## config.mk

```make
export PLATFORM = sky130hd
export DESIGN_NAME = pe_result_collector
export DESIGN_NICKNAME = d
export VERILOG_FILES = /design/src/rtl/pe_pkg.sv /design/src/rtl/pe_sync_fifo.sv /design/src/rtl/pe_result_collector.sv
export SDC_FILE = /design/constraint.sdc
export NUM_CORES = 1
export LEC_CHECK = 0
export ABC_AREA = 0
export BUFFER_PORTS_ARGS = -buffer_cell sky130_fd_sc_hd__buf_2
export CAP_MARGIN = 5
export CORE_MARGIN = 3
export CORE_UTILIZATION = 45
export CTS_BUF_LIST = sky130_fd_sc_hd__clkbuf_4
export CTS_CLUSTER_SIZE = 28
export DETAILED_ROUTE_END_ITERATION = 16
export HOLD_SLACK_MARGIN = 0.12
export SLEW_MARGIN = 5
export SYNTH_ARGS = -nofsm -noshare
export SYNTH_HDL_FRONTEND = slang
export SYNTH_SLANG_ARGS = --single-unit
```

## constraint.sdc

```tcl
create_clock -name clk -period 4.8 [get_ports clk]
set_input_delay 0.72 -clock clk [delete_from_list [all_inputs] [get_ports clk]]
set_output_delay 0.72 -clock clk [all_outputs]
set_load 0.05 [all_outputs]
```

## src/rtl/pe_pkg.sv

```systemverilog
// Shared constants and saturation helper for the PE result collector.
package pe_pkg;

  localparam int DEF_RES_W = 37;
  localparam int DEF_OUT_W = 16;
  localparam int DEF_SHIFT = 8;
  localparam int SAT_IN_W  = 64;

  typedef enum logic [1:0] {
    SAT_NONE = 2'b00,
    SAT_HI   = 2'b01,
    SAT_LO   = 2'b10
  } sat_t;

  // Classifies a sign-extended value against the signed range of out_w bits.
  function automatic sat_t sat_width(input logic signed [SAT_IN_W-1:0] x,
                                     input int unsigned out_w);
    logic signed [SAT_IN_W-1:0] max_v;
    logic signed [SAT_IN_W-1:0] min_v;
    sat_t r;
    max_v = (64'sd1 <<< (out_w - 32'd1)) - 64'sd1;
    min_v = -(64'sd1 <<< (out_w - 32'd1));
    if (x > max_v) begin
      r = SAT_HI;
    end else if (x < min_v) begin
      r = SAT_LO;
    end else begin
      r = SAT_NONE;
    end
    return r;
  endfunction

endpackage

```

## src/rtl/pe_sync_fifo.sv

```systemverilog
// Single-clock FIFO with occupancy counter; a word pushed into an empty FIFO
// becomes visible only on the following cycle.
module pe_sync_fifo
  import pe_pkg::*;
#(
  parameter int W     = DEF_OUT_W,
  parameter int DEPTH = 8
) (
  input  logic         clk,
  input  logic         rst_n,
  input  logic         push,
  input  logic         pop,
  input  logic [W-1:0] din,
  output logic [W-1:0] dout,
  output logic         full,
  output logic         empty
);

  localparam int PW = $clog2(DEPTH);
  localparam int CW = $clog2(DEPTH + 1);
  localparam logic [PW-1:0] PTR_ONE  = PW'(1'b1);
  localparam logic [CW-1:0] OCC_ONE  = CW'(1'b1);
  localparam logic [CW-1:0] OCC_FULL = CW'(DEPTH);

  logic [W-1:0]  mem_r [DEPTH];
  logic [PW-1:0] wr_ptr_r;
  logic [PW-1:0] rd_ptr_r;
  logic [CW-1:0] occ_r;

  assign full  = (occ_r == OCC_FULL);
  assign empty = (occ_r == {CW{1'b0}});
  assign dout  = empty ? {W{1'b0}} : mem_r[rd_ptr_r];

  // Storage array, written at the current write pointer.
  always_ff @(posedge clk) begin
    if (push) begin
      mem_r[wr_ptr_r] <= din;
    end
  end

  // Pointers wrap naturally since DEPTH is a power of two.
  always_ff @(posedge clk or negedge rst_n) begin
    if (!rst_n) begin
      wr_ptr_r <= {PW{1'b0}};
      rd_ptr_r <= {PW{1'b0}};
      occ_r    <= {CW{1'b0}};
    end else begin
      if (push) begin
        wr_ptr_r <= wr_ptr_r + PTR_ONE;
      end
      if (pop) begin
        rd_ptr_r <= rd_ptr_r + PTR_ONE;
      end
      case ({push, pop})
        2'b10:   occ_r <= occ_r + OCC_ONE;
        2'b01:   occ_r <= occ_r - OCC_ONE;
        default: occ_r <= occ_r;
      endcase
    end
  end

endmodule

```

## src/rtl/pe_result_collector.sv

```systemverilog
// Rescales PE results (round, shift, saturate) and buffers them in a FIFO.
// Optional ReLU clamp before the FIFO: define PE_RESULT_RELU_EN.
module pe_result_collector
  import pe_pkg::*;
#(
  parameter int RES_W = DEF_RES_W,
  parameter int OUT_W = DEF_OUT_W,
  parameter int SHIFT = DEF_SHIFT,
  parameter int DEPTH = 8
) (
  input  logic             clk,
  input  logic             rst_n,
  input  logic [RES_W-1:0] result,
  input  logic             valid,
  output logic [OUT_W-1:0] out_dat,
  output logic             out_valid,
  input  logic             out_ready,
  output logic             ovf,
  output logic             sat,
  output logic [15:0]      cnt
);

  // One guard bit keeps the rounding add from overflowing; RES_W must stay below SAT_IN_W.
  localparam int EXT_W  = RES_W + 1;
  localparam int RND_SH = (SHIFT > 0) ? SHIFT - 1 : 0;
  localparam logic [EXT_W-1:0] RND_C = (SHIFT > 0) ? (EXT_W'(1'b1) << RND_SH) : {EXT_W{1'b0}};
  localparam logic [OUT_W-1:0] MAX_C = {1'b0, {(OUT_W-1){1'b1}}};
  localparam logic [OUT_W-1:0] MIN_C = {1'b1, {(OUT_W-1){1'b0}}};

  logic signed [EXT_W-1:0]    ext_s;
  logic signed [EXT_W-1:0]    rnd_s;
  logic signed [EXT_W-1:0]    shf_s;
  logic signed [SAT_IN_W-1:0] wide_s;
  sat_t                       sat_code_s;
  logic [OUT_W-1:0]           clip_s;
  logic [OUT_W-1:0]           word_s;
  logic                       clamped_s;

  logic                       s1_vld_r;
  logic [OUT_W-1:0]           s1_dat_r;
  logic                       sat_r;
  logic                       ovf_r;
  logic [15:0]                cnt_r;

  logic                       push_s;
  logic                       pop_s;
  logic                       full_s;
  logic                       empty_s;
  logic                       drop_s;

  // Round half up, arithmetic shift, then clamp to the output range.
  always_comb begin
    ext_s      = {result[RES_W-1], result};
    rnd_s      = ext_s + $signed(RND_C);
    shf_s      = rnd_s >>> SHIFT;
    wide_s     = {{(SAT_IN_W-EXT_W){shf_s[EXT_W-1]}}, shf_s};
    sat_code_s = sat_width(wide_s, OUT_W);
    clamped_s  = 1'b0;
    case (sat_code_s)
      SAT_HI: begin
        clip_s    = MAX_C;
        clamped_s = 1'b1;
      end
      SAT_LO: begin
        clip_s    = MIN_C;
        clamped_s = 1'b1;
      end
      default: clip_s = shf_s[OUT_W-1:0];
    endcase
`ifdef PE_RESULT_RELU_EN
    word_s = clip_s[OUT_W-1] ? {OUT_W{1'b0}} : clip_s;
`else
    word_s = clip_s;
`endif
  end

  // Stage-1 register and sticky saturation flag.
  always_ff @(posedge clk or negedge rst_n) begin
    if (!rst_n) begin
      s1_vld_r <= 1'b0;
      s1_dat_r <= {OUT_W{1'b0}};
      sat_r    <= 1'b0;
    end else begin
      s1_vld_r <= valid;
      if (valid) begin
        s1_dat_r <= word_s;
      end
      if (valid && clamped_s) begin
        sat_r <= 1'b1;
      end
    end
  end

  // A full FIFO still accepts when the head leaves in the same cycle.
  assign pop_s  = ~empty_s & out_ready;
  assign push_s = s1_vld_r & (~full_s | pop_s);
  assign drop_s = s1_vld_r & full_s & ~pop_s;

  // Accepted-word counter and sticky overflow flag.
  always_ff @(posedge clk or negedge rst_n) begin
    if (!rst_n) begin
      cnt_r <= 16'd0;
      ovf_r <= 1'b0;
    end else begin
      if (push_s) begin
        cnt_r <= cnt_r + 16'd1;
      end
      if (drop_s) begin
        ovf_r <= 1'b1;
      end
    end
  end

  pe_sync_fifo #(
    .W     (OUT_W),
    .DEPTH (DEPTH)
  ) u_fifo (
    .clk   (clk),
    .rst_n (rst_n),
    .push  (push_s),
    .pop   (pop_s),
    .din   (s1_dat_r),
    .dout  (out_dat),
    .full  (full_s),
    .empty (empty_s)
  );

  assign out_valid = ~empty_s;
  assign ovf       = ovf_r;
  assign sat       = sat_r;
  assign cnt       = cnt_r;

endmodule

```

==> reports/qor.csv <==
metric,value,unit
setup_ws,1.30,ns
intPower,0.00300,W
critical_path.cell_chain,buf_4 > mux4_2 > mux2i_1 > nor2_1 > buf_2,
final_util,0.530,
p_switching,0.00186,W
drive_gt1_frac,0.284,
grt_util_met1,0.236,
final.setup.tns,0,ns
grt_max_degree,46,
design.core.area,16200,um2
synth-edff-count,128,
cpMaxStageDelayCell,dfrtp_2,
cts_buffers,17,
synth_top_area_share,0.507,
fin_cells,801,
crit_family,multiplexers,
drtIter0Drc,199,
multi_input_area,2560,um2
clock_sinks,173,
use_met2,0.283,
status,"complete, no violations",
final_cell_mix,"edfxtp_1 (128), buf_2 (68), dfrtp_1 (43), nand2_1 (38), mux4_2 (32)",
fillers,1363,
num-nets-final,620,
period_minus_slack,3.50,ns
maxSlewHeadroom,0.241,
switching_share,0.383,
core.rowCount,46,
yosys_warnings,0,
synthDominantAreaCellType,edfxtp_1,
cp_max_fo,22,
track_usage,0.175,
viasPerCell,5.45,
finalPower,0.00487,W
yosys-top-cells-area,"edfxtp_1 (51%), dfrtp_1 (15%), mux4_2 (9.5%)",
cp.depth,5,
dp_cells,768,
syn_nets,546,
antenna_found_initial,1,
tritoncts,yes,
combPwrFrac,0.356,
insertion_delay,0.54,ns
root_buffer,clkbuf_4,
io_pins,76,
wl,15000,um
critPathMaxStageDelay,0.66,ns
io_buffers,68,
busiest_layer,met2,
dp_worst_setup_slack,1.30,ns
cap_violations,0,
hold_viol_final,0,
powerDensity,567,nW/um2
power_frac_clock,0.193,
first_global_vias,4562,
tightest_slew,1.14,ns
postCtsSetupBuffers,0,
ys_seq_area_frac,0.655,
start_kind,flip-flop,
cts_resized,0,
avgSynthCellArea,15.3,um2
setup_violations,0,
die-area,18500,um2
synth_cell_type_count,57,
p_leak,3.12,nW
drtAntennaViolNets,0,
die_y,136,um
final_common_cell,edfxtp_1,
place.gp.congestion,0.865,
fin_crit_sh,0.728,
syn_inst,497,
r2r_setup_slack,2.25,ns
rsz0062_at_grt,no,
wl_per_cell,18.7,um
area_growth,13.1,%
cp_num_buf_inv,2,
vias,4365,
peakVddDrop,0.365,mV
drc,0,
end_kind,primary output,
seq_area,4970,um2
htree_levels,4,
hold_buffers,0,
synth_seq_cells,173,
dr.pass1.iters,4,
sequentialPowerShare,0.451,
initial_utilization,0.469,
grt_pass1_wl,24300,um
async_flop_share,0.260,
fmax,286,MHz
ys.flop_type,edfxtp_1,
clock_skew,0.0171,ns
grt_util_met3,0.0396,
reg2reg_depth,11,
cts_buffer_depth,2,
min_path_type,in -> async,
worstPathArrival,2.78,ns
dp_hpwl,9930,um
syn_area,7590,um2
overflow,0,
clkTransAtPathRegs,0.13,ns
slew_violations,0,
crit_type,reg -> out,
fp.dieW,136,um
required,4.08,ns
final timing paths:
kind                                                start                        endpoint
min                                                 rst_n             cnt[15]$_DFFE_PN0P_
min in group clk                      cnt[15]$_DFFE_PN0P_             cnt[15]$_DFFE_PN0P_
min reg2reg                           cnt[15]$_DFFE_PN0P_             cnt[15]$_DFFE_PN0P_
max in group asynchronous                           rst_n  u_fifo.rd_ptr_r[1]$_DFFE_PN0P_
max                        u_fifo.rd_ptr_r[0]$_DFFE_PN0P_                      out_dat[6]
max reg2reg                   u_fifo.occ_r[0]$_DFFE_PN0P_     u_fifo.occ_r[3]$_DFFE_PN0P_
flip-flops by register name (all words and copies together), names as in the netlist:
signal and cells:
s1_vld_r 1, u_fifo.mem_r 128, ovf 1, sat 1, cnt 16, s1_dat_r 16, u_fifo.rd_ptr_r 3, u_fifo.occ_r 4
u_fifo.wr_ptr_r 3
routing by layer:
metal,vias up,part of all wire
met4,0,0.014
li1,2060,-
met1,2183,0.44
met2,107,0.49
met3,15,0.050
met5,-,0
Yosys cell counts, types with 2 or more instances:
cell,count
or2_2,2
o21ai_0,24
buf_1,5
ha_1,7
o21ai_2,3
edfxtp_1,128
mux4_2,32
a31oi_1,2
nand4_2,2
xor2_1,17
nor4_1,3
dfrtp_1,45
nor3_1,9
nand4_1,12
o21ai_1,8
and4_1,2
nor2b_1,2
clkbuf_1,10
nand3_2,3
nor2_1,28
or3_1,4
nor3b_1,4
buf_6,2
a21oi_1,2
nand2_1,38
inv_1,10
nor4_4,2
mux2i_1,19
and3_1,6
and2_1,2
buf_2,2
nand3_1,16
xnor2_1,22
logic make-up (layout without fill, tap and decap cells):
kind of cell	after synthesis	count (layout)	synth area share
compound gates	53	53	0.0444
xor+xnor	39	39	0.0450
fa+ha+maj	8	8	0.0142
buf+inv	30	117	0.0176
flops	173	173	0.655
mux	52	52	0.122
other cells	0	1	0
simple gates	142	142	0.102
final cells by class:
| class | instances | area share |
|---|---|---|
| clock buffers | 20 | 0.0175 |
| inverters | 10 | 0.00438 |
| well taps | 216 | 0.0315 |
| clock inverters | 12 | 0.0228 |
| diodes | 1 | 0.000292 |
| repair buffers | 75 | 0.0458 |
| flip-flops and latches | 173 | 0.580 |
| multi-input cells | 294 | 0.298 |
stage by stage:
| stage | hold slack, ns | cell area [um2] |
|---|---|---|
| finish | 0.330 | 8580 |
| global placement | 0.455 | 8230 |
| global route | 0.365 | 8580 |
| CTS | 0.305 | 8580 |
| detailed placement | 0.458 | 8230 |
| floorplan | 0.424 | 7590 |
power by group through the flow:
stage / Combinational (W) / Clock, W / Sequential, W
after floorplan: 0.00136 / 0 / 0.00213
after global placement: 0.00174 / 0 / 0.00221
after detailed placement: 0.00176 / 0 / 0.00224
after CTS: 0.00177 / 0.000969 / 0.00221
after global routing: 0.00187 / 0.00103 / 0.00224
final: 0.00173 / 0.000938 / 0.00220
(Power assumes the default switching activity.)
